==> src/rtl/aes_arbiter.sv <==
// aes_arbiter: round-robin front end that shares a single aes_core between
// N requesters. One job at a time: accept with a one-cycle grant, hold the
// core's load line until done or watchdog expiry, then present the response
// until the consumer takes it.
module aes_arbiter #(
  parameter int N       = 4,
  parameter int K       = 128,
  parameter int TIMEOUT = 64
) (
  input  logic                 clk,
  input  logic                 reset,
  input  logic [N-1:0]         req,
  input  logic [N*K-1:0]       key_in,
  input  logic [N*128-1:0]     pt_in,
  output logic [N-1:0]         gnt,
  output logic                 rsp_valid,
  input  logic                 rsp_ready,
  output logic [$clog2(N)-1:0] rsp_id,
  output logic [127:0]         rsp_ct,
  output logic                 rsp_err,
  output logic                 core_load,
  output logic [K-1:0]         core_key,
  output logic [127:0]         core_pt,
  input  logic                 core_done,
  input  logic [127:0]         core_ct
);

  localparam int IW = $clog2(N);
  localparam int CW = $clog2(TIMEOUT + 1);

  typedef enum logic [1:0] {
    IDLE = 2'd0,
    RUN  = 2'd1,
    RESP = 2'd2
  } state_t;

  state_t          state_r;
  logic [IW-1:0]   ptr_r;
  logic [CW-1:0]   cnt_r;
  logic            core_load_r;
  logic            rsp_valid_r;
  logic            rsp_err_r;
  logic [IW-1:0]   rsp_id_r;
  logic [127:0]    rsp_ct_r;
  logic [K-1:0]    core_key_r;
  logic [127:0]    core_pt_r;

  logic [IW-1:0]   sel_s;
  logic [IW-1:0]   idx_s;
  logic            found_s;
  logic            grant_ok_s;
  logic [IW-1:0]   ptr_nxt_s;
  logic            timeout_s;
  logic [N-1:0]    gnt_s;

  // Round-robin pick: first requesting index at or above ptr, wrapping mod N.
  always_comb begin
    sel_s   = '0;
    idx_s   = '0;
    found_s = 1'b0;
    for (int i = 0; i < N; i++) begin
      idx_s = IW'((int'(ptr_r) + i) % N);
      if (!found_s && req[idx_s]) begin
        found_s = 1'b1;
        sel_s   = idx_s;
      end else begin
        sel_s   = sel_s;
      end
    end
  end

  // A grant needs an idle arbiter, a live request and a re-armed core.
  assign grant_ok_s = (state_r == IDLE) && found_s && !core_done && !reset;
  assign ptr_nxt_s  = IW'((int'(sel_s) + 1) % N);
  assign timeout_s  = (cnt_r == CW'(TIMEOUT - 1));

  // One-hot grant pulse, only in the accepting cycle.
  always_comb begin
    if (grant_ok_s) begin
      gnt_s = N'(1'b1) << sel_s;
    end else begin
      gnt_s = '0;
    end
  end

  // Job sequencer: accept, run the core under the watchdog, hold the response.
  always_ff @(posedge clk) begin
    if (reset) begin
      state_r     <= IDLE;
      ptr_r       <= '0;
      cnt_r       <= '0;
      core_load_r <= 1'b0;
      rsp_valid_r <= 1'b0;
      rsp_err_r   <= 1'b0;
      rsp_id_r    <= '0;
      rsp_ct_r    <= '0;
      core_key_r  <= '0;
      core_pt_r   <= '0;
    end else begin
      case (state_r)
        IDLE: begin
          if (grant_ok_s) begin
            core_key_r  <= key_in[int'(sel_s)*K +: K];
            core_pt_r   <= pt_in[int'(sel_s)*128 +: 128];
            rsp_id_r    <= sel_s;
            ptr_r       <= ptr_nxt_s;
            cnt_r       <= '0;
            core_load_r <= 1'b1;
            state_r     <= RUN;
          end else begin
            state_r     <= IDLE;
          end
        end
        RUN: begin
          cnt_r <= cnt_r + CW'(1'b1);
          // done has priority over a watchdog expiry in the same cycle
          if (core_done) begin
            rsp_ct_r    <= core_ct;
            rsp_err_r   <= 1'b0;
            core_load_r <= 1'b0;
            rsp_valid_r <= 1'b1;
            state_r     <= RESP;
          end else if (timeout_s) begin
            rsp_ct_r    <= 128'h0;
            rsp_err_r   <= 1'b1;
            core_load_r <= 1'b0;
            rsp_valid_r <= 1'b1;
            state_r     <= RESP;
          end else begin
            state_r     <= RUN;
          end
        end
        RESP: begin
          if (rsp_ready) begin
            rsp_valid_r <= 1'b0;
            state_r     <= IDLE;
          end else begin
            state_r     <= RESP;
          end
        end
        default: begin
          core_load_r <= 1'b0;
          rsp_valid_r <= 1'b0;
          state_r     <= IDLE;
        end
      endcase
    end
  end

  assign gnt       = gnt_s;
  assign core_load = core_load_r;
  assign core_key  = core_key_r;
  assign core_pt   = core_pt_r;
  assign rsp_valid = rsp_valid_r;
  assign rsp_id    = rsp_id_r;
  assign rsp_ct    = rsp_ct_r;
  assign rsp_err   = rsp_err_r;

endmodule
==> config.mk <==
export PLATFORM = sky130hd
export DESIGN_NAME = aes_arbiter
export DESIGN_NICKNAME = d
export VERILOG_FILES = /design/src/rtl/aes_arbiter.sv
export SDC_FILE = /design/constraint.sdc
export NUM_CORES = 1
export LEC_CHECK = 0
export CORE_AREA = 8 8 599 601
export CTS_CLUSTER_DIAMETER = 100
export DETAILED_ROUTE_END_ITERATION = 10
export DIE_AREA = 0 0 607 609
export GPL_TIMING_DRIVEN = 1
export HOLD_SLACK_MARGIN = 0.02
export PLACE_DENSITY = 0.3
export SLEW_MARGIN = 20
export SYNTH_ARGS = -nofsm -noshare
export SYNTH_HDL_FRONTEND = slang
export SYNTH_SLANG_ARGS = --single-unit
==> constraint.sdc <==
create_clock -name clk -period 3.95 [get_ports clk]
set_input_delay 0.79 -clock clk [delete_from_list [all_inputs] [get_ports clk]]
set_output_delay 0.79 -clock clk [all_outputs]
set_load 0.02 [all_outputs]
==> run_results.csv <==
group,metric,value,unit
die,rows,217,
worst_hold_path,hp-class,"in2reg",
logic_synthesis,synth.net_count,3721,
clock_tree,htree_levels,3,
logic_synthesis,yosysUniqueCellTypes,41,
logic_synthesis,synth_edf_count,0,
final_layout,final_layout_size_suffix_gt1_frac,0.0800,
placement,dpl.hpwl,264000,um
die,core_area,349000,um2
logic_synthesis,ys_seq_area_frac,0.379,
power_and_ir_drop,finalPower,16.6,mW
sta,fmax,0.266,GHz
clock_tree,cts_buffer_depth,4,
setup_path,reg2reg_depth,9,
logic_synthesis,yosys_warnings,0,
detailed_routing,dr.pass1.iters,5,
final_layout,fin_cells,8840,
global_routing,grt_util_all_layers,0.157,
setup_path,cpMostUsedCell,"buf_4",
setup_path,path_class,"in2out",
power_and_ir_drop,powerDensity,360,nW/um2
setup_path,r2r_start,"ptr_r[0]",
detailed_routing,wl_met2,158000,um
placement,pre_cts_ws,-938,ps
clock_tree,cts_root_buffer,"clkbuf_16",
logic_synthesis,synthCells,2556,
sta,layout_setup_ws,187,ps
setup_path,cp_slowest_cell,"or4_4",
worst_hold_path,min_from,"reset",
logic_synthesis,yosysTopAreaCell,"dfxtp_1",
sta,relSlewSlack,0.263,
detailed_routing,routedWlPerCell,34.6,um
setup_path,critPathMaxStageDelay,610,ps
logic_synthesis,synth_area,21100,um2
sta,final_max_slew_viol_count,0,
worst_hold_path,min_path_cells,2,
global_routing,grt_pass1_vias,28700,
final_layout,syn_to_final_growth,118,%
setup_path,worstPathMaxFanout,5,
power_and_ir_drop,ir_drop,0.307,mV
placement,dp_cells,8638,
setup_path,cp-start-kind,"primary input",
setup_path,cp_cell_sequence,"clkdlybuf4s50_1, buf_4, or4_4, buf_4, and3b_1, and2_1, dlygate4sd2_1",
clock_tree,cts_buffers,75,
setup_path,crit_buf_inv,4,
placement,port_buffers,1552,
sta,finClkSkew,102,ps
job,drv_cap,0,
clock_tree,insertion_delay,820,ps
final_layout,nets,5282,
die,die_h,609,um
sta,fin_crit,3760,ps
detailed_routing,routed-wl-met3,22700,um
logic_synthesis,synth_area_leaders,"dfxtp_1 38%, mux2i_1 12%, a21o_1 9.0%, o211ai_1 9.0%, o21ai_0 6.1%",
die,die_area,370000,um2
die,die_x,607,um
logic_synthesis,ys.flop_type,"dfxtp_1",
setup_path,worstReg2RegEnd,"core_pt[123]",
die,start_util,0.0606,
sta,final_min_period_over_clock_period,0.953,
logic_synthesis,synth_seq_cells,400,
detailed_routing,dr.max_layer_used,"met5",
sta,whs,343,ps
sta,rsz0062_at_grt,"false",
final_layout,final_cell_area,46200,um2
clock_tree,cts_tree,"yes",
worst_hold_path,min_to,"rsp_ct[104]",
logic_synthesis,avgSynthCellArea,8.27,um2
global_routing,grt_pass1_wl,372000,um
detailed_routing,wl,306000,um
setup_path,rrSetupSlack,840,ps
setup_path,required,3160,ps
clock_tree,hold_buffers,0,
die,io_pins,1553,
detailed_routing,drtIter0Drc,2137,
status,status,"completed",
final_layout,post-route-util,0.132,
detailed_routing,drcViolationCount,0,
clock_tree,cts_sinks,400,
detailed_routing,via_per_inst,3.23,
placement,gp_congestion,0.872,
power_and_ir_drop,cellLeakagePower,16.2,nW
detailed_routing,drt-met1-wl,118000,um
sta,tns,0,ps
sta,finalSetupViolations,0,
detailed_routing,num_vias,28500,
clock_tree,clk_pin_slew_worst_paths,60,ps
logic_synthesis,synth_top_area_share,0.379,
setup_path,arrival,2970,ps
global_routing,grt.overflow.total,0,
sta,tightest_slew,1110,ps
setup_path,worstSetupEndpointType,"primary output",
sta,hold_viol,0,
global_routing,antenna_found_initial,229,
setup_path,cp_top_family,"buffers and inverters",
placement,place_area,43500,um2
detailed_routing,ant_nets,0,
logic_synthesis,async_flop_share,0,
global_routing,grt_max_degree,130,
## worst register-to-register path, cell delays in order (launching register included)
cell and delay, ps:
dfxtp_1 330, nor2b_1 340, buf_4 210, nor4b_4 50, nor2_4 130, buf_12 140
buf_4 260, buf_12 400, mux2i_1 940, o211ai_1 150
## Yosys cell counts (2+ instances only)
master    instances
or4_1             2
a21oi_1          13
a22oi_1         128
ha_1              5
clkbuf_1        128
nor2_1          143
dfxtp_1         400
nand2_1         268
nor2b_1           5
nand3_1         257
a21o_1          254
nor3_1            3
and2_1            5
nand3b_1          4
o211ai_1        254
mux2i_1         258
inv_1             2
o21ai_0         259
a311oi_1          3
buf_2           123
o221ai_1          2
o21ai_1           3
buf_1            19
## flip-flops by register name (all words and copies together) (netlist names)
signal / cells
state_r: 2
rsp_id: 2
ptr_r: 2
cnt_r: 7
rsp_err: 1
core_load: 1
core_pt: 128
rsp_valid: 1
rsp_ct: 128
core_key: 128
## kinds of logic after synthesis
kind of cell             count (synthesis)  share of synthesized area
adder cells (fa/ha/maj)                  5                    0.00296
flip-flops                             400                      0.379
buffers and inverters                  273                     0.0559
multiplexers                           258                      0.122
AND/OR/NAND/NOR                        696                      0.144
AO/OA/AOI/OAI                          924                      0.296
## timing repair
action                                  in CTS  in global routing
setup buffers                                1                  0
endpoints found under the hold margin        0                  0
endpoints found under the setup margin       5                  0
resized for setup                           10                  0
## metal layers
layer / vias to the layer above / global-route usage
met5: - / 0
met4: 88 / 0.0307
met3: 417 / 0.0465
met2: 1346 / 0.289
met1: 14000 / 0.179
li1: 12600 / -
## layout by cell type, fill, tap and decap left out, types with 5 or more instances in the layout
master and n:
clkdlybuf4s50_1 1543, buf_12 51, nand3_1 257, a21o_1 254
clkbuf_8 14, a22oi_1 128, ha_1 5, diode_2 76
clkbuf_16 77, dlygate4sd2_1 5, clkinv_2 5, o211ai_1 254
clkbuf_1 14, nor2b_1 5, a21oi_1 12, o21ai_0 259
buf_4 154, bufinv_16 8, mux2i_1 257, dfxtp_1 400
nor2_1 143, nand2_1 267
## where the power goes
group          total (mW)  switching (mW)  leakage (nW)  internal (mW)
registers            4.60           0.229          3.27           4.37
clock network        7.03            2.69          1.23           4.34
logic                4.99            2.67          11.7           2.32
## worst max path at each step
stage | slack [ps] | start | depth (start not counted) | end
after floorplan | 760 | req[0] | 9 | gnt[1]
after global placement | -1240 | req[2] | 8 | gnt[3]
after detailed placement | -940 | req[2] | 10 | core_pt[96]
after CTS | 120 | req[2] | 11 | gnt[1]
after global routing | 80 | req[2] | 11 | gnt[1]
final | 190 | req[0] | 7 | gnt[2]
## area by class of cell
cell class              count  area, um2
diodes                     76        190
clock buffers             105       2170
clock inverters            20        337
fillers                 39800     302000
inverters                   2       7.51
multi-input cells        1883      12000
flip-flops and latches    400       8010
well taps                4599       5750
repair buffers           1755      17700
No activity file was read; power rests on OpenSTA's default activity.
